[src/rtl/id_ex_pipe_packer_pkg.sv]
// Shared widths, ID/EX bundle bit offsets and stage state encodings.
// The execute-side unpacker uses the same offsets.
package id_ex_pipe_packer_pkg;

  localparam int IDEX_DATA_W    = 32;
  localparam int IDEX_CTRL_W    = 54;
  localparam int IDEX_ALUCTRL_W = 38;
  localparam int IDEX_BUNDLE_W  = 4*IDEX_DATA_W + IDEX_CTRL_W + IDEX_ALUCTRL_W;

  localparam int IDEX_INST_HI = 219;
  localparam int IDEX_INST_LO = 188;
  localparam int IDEX_A_HI    = 187;
  localparam int IDEX_A_LO    = 156;
  localparam int IDEX_B_HI    = 155;
  localparam int IDEX_B_LO    = 124;
  localparam int IDEX_CTRL_HI = 123;
  localparam int IDEX_CTRL_LO = 70;
  localparam int IDEX_ALU_HI  = 69;
  localparam int IDEX_ALU_LO  = 32;
  localparam int IDEX_PC_HI   = 31;
  localparam int IDEX_PC_LO   = 0;

  typedef enum logic [1:0] {
    ST_EMPTY = 2'b00,
    ST_ONE   = 2'b01,
    ST_FULL  = 2'b10
  } pipe_state_t;

  function automatic logic [31:0] sat_inc32(input logic [31:0] v);
    return (v == 32'hFFFF_FFFF) ? v : v + 32'd1;
  endfunction

endpackage

[src/rtl/id_ex_pipe_packer_entry_reg.sv]
// One bundle-wide storage entry with load enable; clears on async reset.
module pipe_entry_reg #(
  parameter int W = 220
) (
  input  logic         clk,
  input  logic         rst,
  input  logic         load,
  input  logic [W-1:0] d,
  output logic [W-1:0] q
);

  always_ff @(posedge clk or posedge rst) begin
    if (rst)       q <= '0;
    else if (load) q <= d;
  end

endmodule

[src/rtl/id_ex_pipe_packer.sv]
// ID/EX producer stage: packs decode fields into the ID/EX bundle behind a
// main + skid entry pair. Optional counters enabled by PIPE_STAT_EN.
//
// state    | meaning
// ST_EMPTY | no entry held
// ST_ONE   | main entry valid
// ST_FULL  | main and skid valid, upstream stalled
module id_ex_pipe_packer
  import id_ex_pipe_packer_pkg::*;
#(
  parameter  int DATA_W    = 32,
  parameter  int CTRL_W    = 54,
  parameter  int ALUCTRL_W = 38,
  localparam int BUNDLE_W  = 4*DATA_W + CTRL_W + ALUCTRL_W
) (
  input  logic                 clk,
  input  logic                 rst,
  input  logic                 flush,
  input  logic                 in_valid,
  output logic                 in_ready,
  input  logic [DATA_W-1:0]    in_inst,
  input  logic [DATA_W-1:0]    in_a_data,
  input  logic [DATA_W-1:0]    in_b_data,
  input  logic [CTRL_W-1:0]    in_control,
  input  logic [ALUCTRL_W-1:0] in_alucontrol,
  input  logic [DATA_W-1:0]    in_pc,
  output logic                 out_valid,
  input  logic                 out_ready,
  output logic [BUNDLE_W-1:0]  out_bundle
`ifdef PIPE_STAT_EN
  ,
  output logic [31:0]          stat_stall_cnt,
  output logic [31:0]          stat_flush_cnt
`endif
);

  pipe_state_t         state_q, state_nxt;
  logic                in_ready_q;
  logic                accept, issue;
  logic                main_load, main_from_skid, skid_load;
  logic [BUNDLE_W-1:0] in_bundle, main_d, skid_q;

  assign in_bundle = {in_inst, in_a_data, in_b_data, in_control, in_alucontrol, in_pc};

  assign in_ready  = in_ready_q;
  assign out_valid = (state_q != ST_EMPTY);
  assign accept    = in_valid & in_ready_q;
  assign issue     = out_valid & out_ready;

  always_comb begin
    state_nxt      = state_q;
    main_load      = 1'b0;
    main_from_skid = 1'b0;
    skid_load      = 1'b0;
    unique case (state_q)
      ST_EMPTY: begin
        if (accept) begin
          state_nxt = ST_ONE;
          main_load = 1'b1;
        end
      end
      ST_ONE: begin
        if (accept && issue) begin
          main_load = 1'b1;
        end else if (accept) begin
          state_nxt = ST_FULL;
          skid_load = 1'b1;
        end else if (issue) begin
          state_nxt = ST_EMPTY;
        end
      end
      ST_FULL: begin
        if (issue) begin
          state_nxt      = ST_ONE;
          main_load      = 1'b1;
          main_from_skid = 1'b1;
        end
      end
      default: state_nxt = ST_EMPTY;
    endcase
    // Flush wins; data regs keep their contents so out_bundle stays stable.
    if (flush) begin
      state_nxt = ST_EMPTY;
      main_load = 1'b0;
      skid_load = 1'b0;
    end
  end

  always_ff @(posedge clk or posedge rst) begin
    if (rst) begin
      state_q    <= ST_EMPTY;
      in_ready_q <= 1'b1;
    end else begin
      state_q    <= state_nxt;
      in_ready_q <= (state_nxt != ST_FULL);
    end
  end

  assign main_d = main_from_skid ? skid_q : in_bundle;

  pipe_entry_reg #(.W(BUNDLE_W)) u_main (
    .clk  (clk),
    .rst  (rst),
    .load (main_load),
    .d    (main_d),
    .q    (out_bundle)
  );

  pipe_entry_reg #(.W(BUNDLE_W)) u_skid (
    .clk  (clk),
    .rst  (rst),
    .load (skid_load),
    .d    (in_bundle),
    .q    (skid_q)
  );

`ifdef PIPE_STAT_EN
  always_ff @(posedge clk or posedge rst) begin
    if (rst) begin
      stat_stall_cnt <= '0;
      stat_flush_cnt <= '0;
    end else begin
      if (out_valid && !out_ready)
        stat_stall_cnt <= sat_inc32(stat_stall_cnt);
      if (flush && (state_q != ST_EMPTY))
        stat_flush_cnt <= sat_inc32(stat_flush_cnt);
    end
  end
`endif

endmodule

[config.mk]
export PLATFORM = sky130hd
export DESIGN_NAME = id_ex_pipe_packer
export DESIGN_NICKNAME = d
export VERILOG_FILES = /design/src/rtl/id_ex_pipe_packer_pkg.sv /design/src/rtl/id_ex_pipe_packer_entry_reg.sv /design/src/rtl/id_ex_pipe_packer.sv
export SDC_FILE = /design/constraint.sdc
export NUM_CORES = 1
export LEC_CHECK = 0
export ABC_AREA = 1
export CELL_PAD_IN_SITES_DETAIL_PLACEMENT = 0
export CELL_PAD_IN_SITES_GLOBAL_PLACEMENT = 1
export CORE_MARGIN = 2
export CORE_UTILIZATION = 35
export DETAILED_ROUTE_END_ITERATION = 10
export PLACE_DENSITY_LB_ADDON = 0.1
export SLEW_MARGIN = 20
export SYNTH_ARGS = -nofsm -noshare
export SYNTH_HDL_FRONTEND = slang
export SYNTH_SLANG_ARGS = --single-unit
[constraint.sdc]
create_clock -name clk -period 27.9 [get_ports clk]
set_input_delay 5.58 -clock clk [delete_from_list [all_inputs] [get_ports clk]]
set_output_delay 5.58 -clock clk [all_outputs]
set_load 0.005 [all_outputs]
==> metrics.md <==
| Metric | Value |
|---|---|
| Run status | finished clean |
| Cell at the root of the clock tree | sky130_fd_sc_hd__clkbuf_16 |
| Total power divided by cell area | between 70 and 80 nW/um^2 |
| Number of flip-flops and latches in the synthesized netlist | 443 |
| Area taken by flip-flops and latches | about 11,000 um^2 |
| Relative slew margins | 0.292 |
| Per-instance average area after synthesis | 7.72 um^2 |
| Fraction of final layout cells with drive strength greater than 1 | 0.0359 |
| Maximum clock rate | 114 MHz |
| H-tree level count | 2 |
| Number of rows in the core area | between 80 and 90 |
| # placed instances | 3,678 |
| First element of the critical path | out_ready |
| Ordered list of cells on the worst path | clkdlybuf4s50_1, inv_1, nand2_1, nand3b_4, buf_6, buf_4, o21ai_0 |
| Kind of end point of the critical path | flip-flop |
| Static Leak | 14.0 nW |
| Total DRC errors in the routed layout | 0 |
| Multiplexer share of the synthesized area | 0 |
| Area of the mapped netlist | 20,200 um^2 |
| Post-synthesis instance total | 2,615 |
| Total Routed Length | 59,600 um |
| Via count | roughly 17,000 |
| Count of TritonRoute iterations in the first routing pass | 5 |
| Largest net degree at the start of global routing | 224 |
| Boundary pin count | around 450 |
| Number of sinks on the clock net | around 440 |
| Via-to-Cell Ratio | 4.55 |
| Depth of the worst register-to-register path | 7 |
| Remaining global-route overflow | 0 |
| Commonest cells after routing, fill and taps aside | 886 x sky130_fd_sc_hd__nand2_1, 446 x sky130_fd_sc_hd__clkdlybuf4s50_1, 445 x sky130_fd_sc_hd__inv_1, 442 x sky130_fd_sc_hd__dfrtp_1, 271 x sky130_fd_sc_hd__o21ai_0 |
| Final-layout setup total negative slack | 0 ns |
| Period Utilization, post-route | 0.314 |
| Start point of the worst hold path | u_skid.q[50] |
| Peak fanout along the critical path | 125 |
| Vias in the first global route | between 15,000 and 20,000 |
| Gates resized, CTS repair | 0 |
| Minimum clock period | 8.75 ns |
| Placement Cell Area | 25,100 um^2 |
| Critical path type | primary input to flip-flop |
| Synth Area in Compound Gates | 0.110 |
| Reg-to-reg startpoint | state_q[0] |
| Post-DRT Antenna Nets | 0 |
| Number of hold violations in the final report | 0 |
| Reg-to-reg setup timing slack | about 24 ns |
| Path category of the worst min-delay check | flip-flop to flip-flop |
| Clock latency on the worst-skew pair | approximately 0.58 ns |
| Half-perimeter wire length after detailed placement | 37,400 um |
| Arrival time of data at the critical path endpoint | 9.17 ns |
| Area fraction in and, or, nand and nor cells after synthesis | 0.223 |
| Yosys top cell by area | sky130_fd_sc_hd__dfrtp_1 |
| Critical-path cell with the highest stage delay | sky130_fd_sc_hd__buf_4 |
| Starting density of the core | 0.352 |
| Width of the chip | 244 um |
| Gr usage total | 0.199 |
| Port Buffers | 446 |
| Clk slew on worst S/H paths | 0.05 ns |
| Gpl congestion | 0.785 |
| 1st-iter DRT viols | 987 |
| Sequential share of the synthesized area | 0.549 |
| RSZ-0062 raised after global routing | no |
| CTS buffer count | 52 |
| Net count of the finished layout | 3,192 |
| Distinct cell type count of the synthesized netlist | 16 |
| Hold buffers post-CTS | 0 |
| Number of instances on the worst hold path | 2 |
| Average wire per standard cell | 15.8 um |
| Antenna violations before repair | 8 |
| Core region area | 57,400 um^2 |
| Area taken by multi-input logic gates | 6750 um^2 |
| Total of endpoints with negative setup slack in the final report | 0 |
| Number of fill cells in the layout | 5,644 |
| Fin cells | roughly 3,800 |
| TritonCTS clock tree | done |
| Xor and xnor area share after synthesis | 0 |
| Category of the worst setup path launch point | primary input |
| Most frequent standard cell in the layout excluding fill and tap cells | sky130_fd_sc_hd__nand2_1 |
| Number of max-capacitance violations reported | 0 |
| Slew at the pin closest to its max-slew limit | 1.06 ns |
| Worst-case clock buffer depth | 3 |
| Die Outline Area | 59,600 um^2 |
| Area contributors post-synth | sky130_fd_sc_hd__dfrtp_1 55%, sky130_fd_sc_hd__nand2_1 17%, sky130_fd_sc_hd__inv_1 8.3% |
| Post-synthesis net count | 2,840 |
| Area of all placed cells without fillers | about 27,000 um^2 |
| Chip height | 244 um |
| Share of synthesized cell area in full adder, half adder and majority cells | 0 |
| Maximum resistive drop on vdd | a little under 0.05 mV |
| Growth of design area from synthesis to finish | 33.3% |
| Final Slew Violations | 0 |
| Dominant combinational cell family by area after synthesis | simple AND/OR/NAND/NOR gates |
| Largest stage delay on the critical path | 0.84 ns |
| Fin Clk Skew | 0.0101 ns |
| Setup Fix Bufs, Post-CTS | 0 |
| Required time reported for the critical path endpoint | 28.31 ns |
| Area share of the largest cell type after synthesis | 0.548 |
| Number of warnings reported in the yosys synthesis log | 0 |
| First-pass GRT wire length | 94,300 um |
==> cell families (layout without fill, tap and decap cells) <==
kind of cell | Yosys count | count (layout)
buffers and inverters | 614 | 1008
AO/OA/AOI/OAI | 443 | 443
other | 0 | 4
flip-flops | 443 | 443
AND/OR/NAND/NOR | 1115 | 1115
==> cell type report <==
type	count	share of cell area
diodes	4	0.000372
well taps	765	0.0356
clock inverters	7	0.00409
repair buffers	466	0.172
multi-input cells	1558	0.251
inverters	446	0.0625
flip-flops and latches	443	0.412
clock buffers	89	0.0618
==> cell usage after synthesis (all sizes together) <==
cell type and count:
clkbuf 90, nand3 223, dfrtp 442, nand3b 1, nand4 1, buf 78
nor2 3, dfstp 1, inv 446, nand2 887, o21ai 441, a21oi 2
==> report_power, final <==
part	internal (mW)	total [mW]	switching (mW)
clock	0.429	0.700	0.272
sequential	0.808	0.907	0.0983
combinational	0.245	0.450	0.206
total	1.48	2.06	0.576
==> critical path, delay by kind of cell <==
kind	cells	cell delay, ns
AOI/OAI and AO/OA	1	0.19
and+or+nand+nor	2	0.92
buffers and inverters	4	2.20
==> state kept, by name, summed over array words and instances (netlist names) <==
register and cells:
in_ready 1, state_q 2, u_main.q 220, u_skid.q 220
==> final timing paths <==
path,to
max,u_skid.q[126]
min,u_skid.q[50]
max reg2reg,u_main.q[54]
min reg2reg,u_skid.q[50]
max in group asynchronous,u_main.q[98]
min in group asynchronous,u_main.q[144]
==> metrics by stage <==
| step | power [mW] | utilization | hold WS [ns] | worst slack [ns] |
|---|---|---|---|---|
| 2_1_floorplan | 1.11 | - | 0.453 | 9.98 |
| 3_3_place_gp | 1.36 | 0.438 | 0.466 | 18.36 |
| 3_5_place_dp | 1.37 | 0.438 | 0.472 | 18.24 |
| 4_1_cts | 2.09 | 0.468 | 0.487 | 18.87 |
| 5_1_grt | 2.19 | 0.469 | 0.502 | 18.77 |
| 6_report | 2.06 | 0.469 | 0.481 | 19.15 |
==> routing by layer <==
layer | global-route usage | vias to the layer above | part of all wire
li1 | - | 8733 | -
met1 | 0.275 | 7958 | 0.46
met2 | 0.310 | 401 | 0.45
met3 | 0.0438 | 101 | 0.057
met4 | 0.0617 | 8 | 0.028
met5 | 0 | - | 0.00094
No activity file was read; power rests on OpenSTA's default activity.
